[src/rtl/fc_mac_sequencer.sv]
// Operand sequencer and accumulator around the FC-layer Booth multiplier.
// Streams LEN (x,w) pairs, accumulates the products onto a bias, and emits one ReLU'd, saturated neuron value.
module fc_mac_sequencer #(
  parameter int N     = 5,
  parameter int LEN   = 4,
  parameter int ACC_W = 16
) (
  input  logic           clk_i,
  input  logic           rst_i,
  input  logic           start_i,
  input  logic [2*N-1:0] bias_i,
  input  logic           in_valid_i,
  output logic           in_ready_o,
  input  logic [N-1:0]   in_x_i,
  input  logic [N-1:0]   in_w_i,
  output logic [N-1:0]   mul_m_o,
  output logic [N-1:0]   mul_r_o,
  output logic           mul_en_o,
  input  logic [2*N-1:0] mul_result_i,
  input  logic           mul_finish_i,
  output logic           out_valid_o,
  input  logic           out_ready_i,
  output logic [2*N-1:0] out_data_o,
  output logic           busy_o
);

  localparam int CNT_W = $clog2(LEN + 1);
  localparam logic [CNT_W-1:0] LAST = CNT_W'(LEN - 1);
  localparam logic [2*N-1:0] OUT_MAX = {1'b0, {(2*N-1){1'b1}}};
  localparam logic signed [ACC_W-1:0] SAT_MAX = ACC_W'(OUT_MAX);

  typedef enum logic [2:0] {IDLE, LOAD, MUL, GAP, POST, OUT} state_t;

  state_t                   state_q, state_d;
  logic signed [ACC_W-1:0]  acc_q, acc_d;
  logic [CNT_W-1:0]         cnt_q, cnt_d;
  logic [N-1:0]             mul_m_q, mul_m_d, mul_r_q, mul_r_d;
  logic                     out_valid_q, out_valid_d;
  logic [2*N-1:0]           out_data_q, out_data_d;

  logic signed [ACC_W-1:0]  bias_ext, prod_ext;

  assign bias_ext = {{(ACC_W-2*N){bias_i[2*N-1]}}, bias_i};
  assign prod_ext = {{(ACC_W-2*N){mul_result_i[2*N-1]}}, mul_result_i};

  always_ff @(posedge clk_i) begin
    if (rst_i) begin
      state_q     <= IDLE;
      acc_q       <= '0;
      cnt_q       <= '0;
      mul_m_q     <= '0;
      mul_r_q     <= '0;
      out_valid_q <= 1'b0;
      out_data_q  <= '0;
    end else begin
      state_q     <= state_d;
      acc_q       <= acc_d;
      cnt_q       <= cnt_d;
      mul_m_q     <= mul_m_d;
      mul_r_q     <= mul_r_d;
      out_valid_q <= out_valid_d;
      out_data_q  <= out_data_d;
    end
  end

  always_comb begin
    state_d     = state_q;
    acc_d       = acc_q;
    cnt_d       = cnt_q;
    mul_m_d     = mul_m_q;
    mul_r_d     = mul_r_q;
    out_valid_d = out_valid_q;
    out_data_d  = out_data_q;
    case (state_q)
      IDLE: if (start_i) begin
        acc_d   = bias_ext;
        cnt_d   = '0;
        state_d = LOAD;
      end
      LOAD: if (in_valid_i) begin
        mul_m_d = in_w_i;
        mul_r_d = in_x_i;
        state_d = MUL;
      end
      // Product is only trusted while the multiplier is enabled.
      MUL: if (mul_finish_i) begin
        acc_d   = acc_q + prod_ext;
        cnt_d   = cnt_q + 1'b1;
        state_d = (cnt_q == LAST) ? POST : GAP;
      end
      GAP: state_d = LOAD;
      POST: begin
        if (acc_q[ACC_W-1])     out_data_d = '0;
        else if (acc_q > SAT_MAX) out_data_d = OUT_MAX;
        else                    out_data_d = acc_q[2*N-1:0];
        out_valid_d = 1'b1;
        state_d     = OUT;
      end
      OUT: if (out_ready_i) begin
        out_valid_d = 1'b0;
        state_d     = IDLE;
      end
      default: state_d = IDLE;
    endcase
  end

  assign in_ready_o  = (state_q == LOAD);
  assign mul_en_o    = (state_q == MUL);
  assign busy_o      = (state_q != IDLE);
  assign mul_m_o     = mul_m_q;
  assign mul_r_o     = mul_r_q;
  assign out_valid_o = out_valid_q;
  assign out_data_o  = out_data_q;

endmodule
[config.mk]
export PLATFORM = sky130hd
export DESIGN_NAME = fc_mac_sequencer
export DESIGN_NICKNAME = d
export VERILOG_FILES = /design/src/rtl/fc_mac_sequencer.sv
export SDC_FILE = /design/constraint.sdc
export NUM_CORES = 1
export LEC_CHECK = 0
export CAP_MARGIN = 0
export CORE_MARGIN = 2
export CORE_UTILIZATION = 45
export CTS_BUF_LIST = sky130_fd_sc_hd__clkbuf_4 sky130_fd_sc_hd__clkbuf_8 sky130_fd_sc_hd__clkbuf_16
export DETAILED_ROUTE_END_ITERATION = 16
export PLACE_DENSITY = 0.75
export SLEW_MARGIN = 20
export SYNTH_ARGS = -nofsm -noshare
export SYNTH_HDL_FRONTEND = slang
export SYNTH_SLANG_ARGS = --single-unit
[constraint.sdc]
create_clock -name clk_i -period 2.7 [get_ports clk_i]
set_input_delay 0.675 -clock clk_i [delete_from_list [all_inputs] [get_ports clk_i]]
set_output_delay 0.675 -clock clk_i [all_outputs]
set_load 0.02 [all_outputs]
# Word level (Yosys, flattened, before mapping)
# Cells that the tools add are included.
[totals]
ff_bits = 43
inputBits = 36
out_inout_bits = 24
word_cells = 44
[op_classes]
magnitude_cmp = 1
eq_ne = 10
add_sub_neg = 2
muxes = 16
reduce_logical = 8
[op_table]
columns = ["op", "n"]
rows = [
  ["16-bit two-way mux", 2],
  ["16-bit one-hot mux with 2 select lines", 1],
  ["3-bit two-way mux", 7],
  ["10-bit two-way mux", 2],
  ["3-bit one-hot mux with 6 select lines", 1],
  ["16-bit by 10-bit adder with 16-bit output", 1],
  ["16-bit by 10-bit > comparator with 1-bit output (second input constant)", 1],
  ["3-bit by 2-bit == test with 1-bit output (second input constant)", 3],
  ["3-bit == test (second input constant)", 2],
  ["2-bit != test (second input constant)", 3],
  ["3-bit one-hot mux with 2 select lines", 1],
  ["2-bit AND reduction", 2],
  ["4-bit AND reduction", 1],
  ["2-bit nonzero test", 2],
  ["3-bit by 1-bit adder with 3-bit output (second input constant)", 1],
  ["3-bit by 1-bit == test with 1-bit output (second input constant)", 1],
  ["3-bit logical NOT", 1],
  ["3-bit AND reduction", 1],
  ["3-bit nonzero test", 1],
  ["2-bit by 1-bit != test with 1-bit output (second input constant)", 1],
  ["1-bit one-hot mux with 2 select lines", 1],
  ["1-bit two-way mux", 1],
]

# Longest topological paths before layout
[depth]
ltp_word = 4
depth_mapped = 8

# Least setup slack after synthesis
# OpenSTA, ideal clock, no wires.
[synth_timing]
kind = "input -> register"
start = "in mul_result_i[0]"
end = "reg acc_q[10]"
setup_slack_ns = 0.156
n_path_buf = 0
cell_stages = 8
t_arrival_ns = 2.417
setup_ns = 0.127
required_ns = 2.573
path_cell_list = "ha_1 > fa_1 > a21oi_1 > nor2_1 > a211oi_1 > o21ai_0 > and3_1 > or3b_1"
[synth_via]
elab_chain_cells = 3
[synth_lines]
columns = ["item", "line_no", "source"]
rows = [
  ["from (decl)", "19", "input logic [2*N-1:0] mul_result_i,"],
  ["16-bit by 10-bit adder with 16-bit output", "87", "acc_d = acc_q + prod_ext;"],
  ["16-bit two-way mux", "86", "MUL: if (mul_finish_i) begin"],
  ["16-bit one-hot mux with 2 select lines", "74", "case (state_q)"],
  ["to (signal assigned)", "49", "acc_q <= '0;"],
  ["to (signal assigned)", "57", "acc_q <= acc_d;"],
  ["to (decl)", "35", "logic signed [ACC_W-1:0] acc_q, acc_d;"],
]
# Every way passes these cells. The select of a mux whose other input is x is not followed.
# A chain may end at the register's enable or synchronous reset.

# Worst setup path after layout
[layout_timing]
start = "in mul_result_i[0]"
end = "reg acc_q[12]"
# The elaborated chain is that of the path after synthesis.

==> summary.log <==
qor: die.die_height 79.7 um
qor: place.finalWeightedCongestion 0.880
qor: place.place_hpwl 5190 um
qor: global_routing.grt_first_pass_wirelength 11500 um
qor: die.ios 60
qor: yosys.yosys_warnings 0
qor: yosys.mappedNetlistArea 2580 um2
qor: timing.slew_viol_final 0
qor: timing.fin_tns_setup 0 ns
qor: setup_path.cpMaxStageDelayCell clkdlybuf4s50_1
qor: detailed_routing.drt-initial-drc-count 92
qor: setup_path.setup.worst_path.start_class input port
qor: yosys.synth_seq_area_share 33.3%
qor: die.fp.dieW 79.7 um
qor: worst_hold_path.min-delay-start mul_r_o[2]
qor: clock_network.clk_root_buffer_cell clkbuf_8
qor: layout.antennaDiodeCount 0
qor: clock_network.cts_max_path_bufs 2
qor: detailed_routing.finalWirelength 6930 um
qor: setup_path.r2r_cells 8
qor: setup_path.worst_r2r_startpoint acc_q[0]
qor: setup_path.timing.critical_path.fanout_max 2
qor: clock_network.clkSinkCount 43
qor: timing.worst_slew_margin_rel 66.7%
qor: clock_network.post-cts-setup-buffer-count 0
qor: setup_path.cp_data_arrival_time 2.79 ns
qor: timing.layout_worst_path_cycle_share 95.5%
qor: die.initial_utilization 46.9%
qor: place.dp_worst_setup_slack -0.429 ns
qor: detailed_routing.routed-via-count 2700
qor: clock_network.cts.clk_slew.worst_paths 0.09 ns
qor: die.placeableCoreArea 5510 um2
qor: die.die_area 6360 um2
qor: layout.finalCoreUtilization 64.7%
qor: worst_hold_path.hold_path_depth 2
qor: yosys.synth.distinct_cells 50
qor: clock_network.cts-buffers-inserted 5
qor: yosys.most_used_flip_flop_cell_after_synthesis dfxtp_1
qor: worst_hold_path.worst_hold_path.endpoint mul_r_o[2]
qor: layout.commonest_non_fill_non_tap_cell_in_the_layout clkdlybuf4s50_1
qor: detailed_routing.avgRoutedWirePerCell 14.0 um
qor: setup_path.crit_path_cell_trace clkdlybuf4s50_1 > ha_1 > fa_2 > a21oi_4 > nor2_1 > a211o_1 > a221oi_2 > xnor2_1 > o21a_1
qor: timing.rsz_0062_raised_after_global_routing no
qor: timing.finalClockSkew 0.00791 ns
qor: global_routing.groute.usage.overall 22.9%
qor: pwr.power.density 976 nW/um2
qor: setup_path.cp_endpoint_kind register
qor: setup_path.r2r_path_end acc_q[12]
qor: setup_path.critical_path.n_buffers_inverters 1
qor: timing.setup-violations-final 0
qor: worst_hold_path.hold_path_class register to register
qor: global_routing.grt_remaining_overflow 0
qor: detailed_routing.drt_pre_antenna_iters 4
qor: setup_path.worst_path_dominant_cell_family compound AO/OA/AOI/OAI gates
qor: layout.final_cell_mix clkdlybuf4s50_1, nor2_1, nand2_1
qor: clock_network.cts-htree-levels 2
qor: clock_network.postCtsHoldBufs 0
qor: timing.layout_min_cycle_time 2.58 ns
qor: setup_path.critical_path.max_stage_delay 0.41 ns
qor: pwr.finalPower 3.48 mW
qor: setup_path.reg2reg_setup_slack 0.58 ns
qor: clock_network.insertion_delay 0.31 ns
qor: yosys.yosys_register_bits 43
qor: global_routing.grt_pass1_vias 2523
qor: detailed_routing.post-route-drc-count 0
qor: global_routing.grt_start_max_net_pins 31
qor: detailed_routing.average_vias_per_placed_instance 5.44
qor: yosys.synth_enable_flop_cells 0
qor: layout.drive_above_1_share 13.7%
qor: die.placementRows 27
qor: yosys.postSynthNetCount 391
qor: timing.tightestPinTransition 0.499 ns
qor: pwr.power.ir.vdd_worst 0.460 mV
qor: setup_path.cp.required 2.91 ns
qor: yosys.postSynthCellCount 337
qor: run_status.status finished clean
qor: flow_run.maxCapViolCount 0
qor: clock_network.cts_tree done
qor: layout.area_growth_syn_to_layout 38.1%
qor: layout.layout.nets 477
qor: yosys.synthArstFlopShare 0%
qor: detailed_routing.detail-route-antenna-nets 0
qor: yosys.avgSynthCellArea 7.66 um2
qor: setup_path.setup.worst_path.class input port to register
qor: pwr.power_leakage 1.46 nW
qor: timing.fin_ws 0.122 ns
qor: timing.timing.fmax 388 MHz
qor: global_routing.antenna_found_initial 0
qor: place.port_buffers 59
qor: timing.timing.final.hold_violations 0
where the power goes:
part           leakage (nW)  switching (mW)  internal, mW
clock network        0.0408           0.250         0.185
logic                  1.06            1.09         0.949
registers             0.352           0.194         0.812
state kept, by name, indices dropped and copies added, names as in the netlist:
signal	flops
mul_r_o	5
out_valid_o	1
acc_q	16
state_q	3
mul_m_o	5
cnt_q	3
out_data_o	10
what timing repair did:
| action | CTS | global route |
|---|---|---|
| pin swaps | 0 | 2 |
| resized for setup | 3 | 3 |
| setup endpoints to repair | 1 | 2 |
metal layers:
layer / track usage [%] / routed length [um] / up-vias
li1: - / - / 1367
met1: 29.1 / 3160 / 1248
met2: 38.2 / 3290 / 70
met3: 5.20 / 341 / 15
met4: 7.80 / 138 / 0
met5: 0 / 0 / -
how the worst max path moves through the flow:
stage                    startpoint         to  slack [ns]  cells after the start
floorplan           mul_result_i[0]  acc_q[10]        0.16                      8
global route        mul_result_i[0]  acc_q[10]       0.009                      9
CTS                 mul_result_i[0]  acc_q[10]        0.06                      9
detailed placement  mul_result_i[0]  acc_q[10]       -0.43                      9
global placement    mul_result_i[0]  acc_q[10]       -0.34                      9
finish              mul_result_i[0]  acc_q[12]        0.12                      9
Yosys cell counts (all sizes together) (4+ instances only):
cell type | number | area, um2
ha | 17 | 213
xnor2 | 5 | 43.8
inv | 5 | 18.8
dfxtp | 43 | 861
and2 | 5 | 33.8
buf | 7 | 41.3
a21oi | 42 | 221
o21ai | 18 | 101
clkbuf | 7 | 26.3
nand2 | 45 | 171
nor2 | 53 | 201
o21a | 4 | 30.0
a211oi | 7 | 57.6
nor3 | 19 | 95.1
nand3 | 6 | 30.0
xor2 | 5 | 43.8
metrics by stage:
step / area [um2] / hold WS, ns / cells
2_1_floorplan: 2580 / 0.449 / 337
3_3_place_gp: 3450 / 0.442 / 488
3_5_place_dp: 3450 / 0.445 / 488
4_1_cts: 3550 / 0.457 / 496
5_1_grt: 3560 / 0.480 / 496
6_report: 3560 / 0.455 / 496
cells by family (layout without fill, tap and decap cells):
group           count (synthesis)  in the layout  synth area share [%]
buf+inv                        19            106                  3.34
xor+xnor                       10             10                  3.39
compound gates                 89             89                  21.8
flops                          43             43                  33.3
simple gates                  154            154                  27.4
fa+ha+maj                      18             18                  9.02
mux                             4              4                  1.74
worst min-delay path: stages, from the launching register on:
cell,delay (ns)
dfxtp_1,0.32
nand2_1,0.05
a21oi_1,0.05
cell type report:
| cell class | count | area [um2] |
|---|---|---|
| Fill cell | 504 | 1940 |
| Multi-Input combinational cell | 275 | 1660 |
| Sequential cell | 43 | 861 |
| Timing Repair Buffer | 93 | 846 |
| Tap cell | 72 | 90.1 |
| Clock buffer | 5 | 68.8 |
| Clock inverter | 3 | 23.8 |
| Inverter | 5 | 18.8 |
Note: power is estimated with default switching activity, not from simulation.
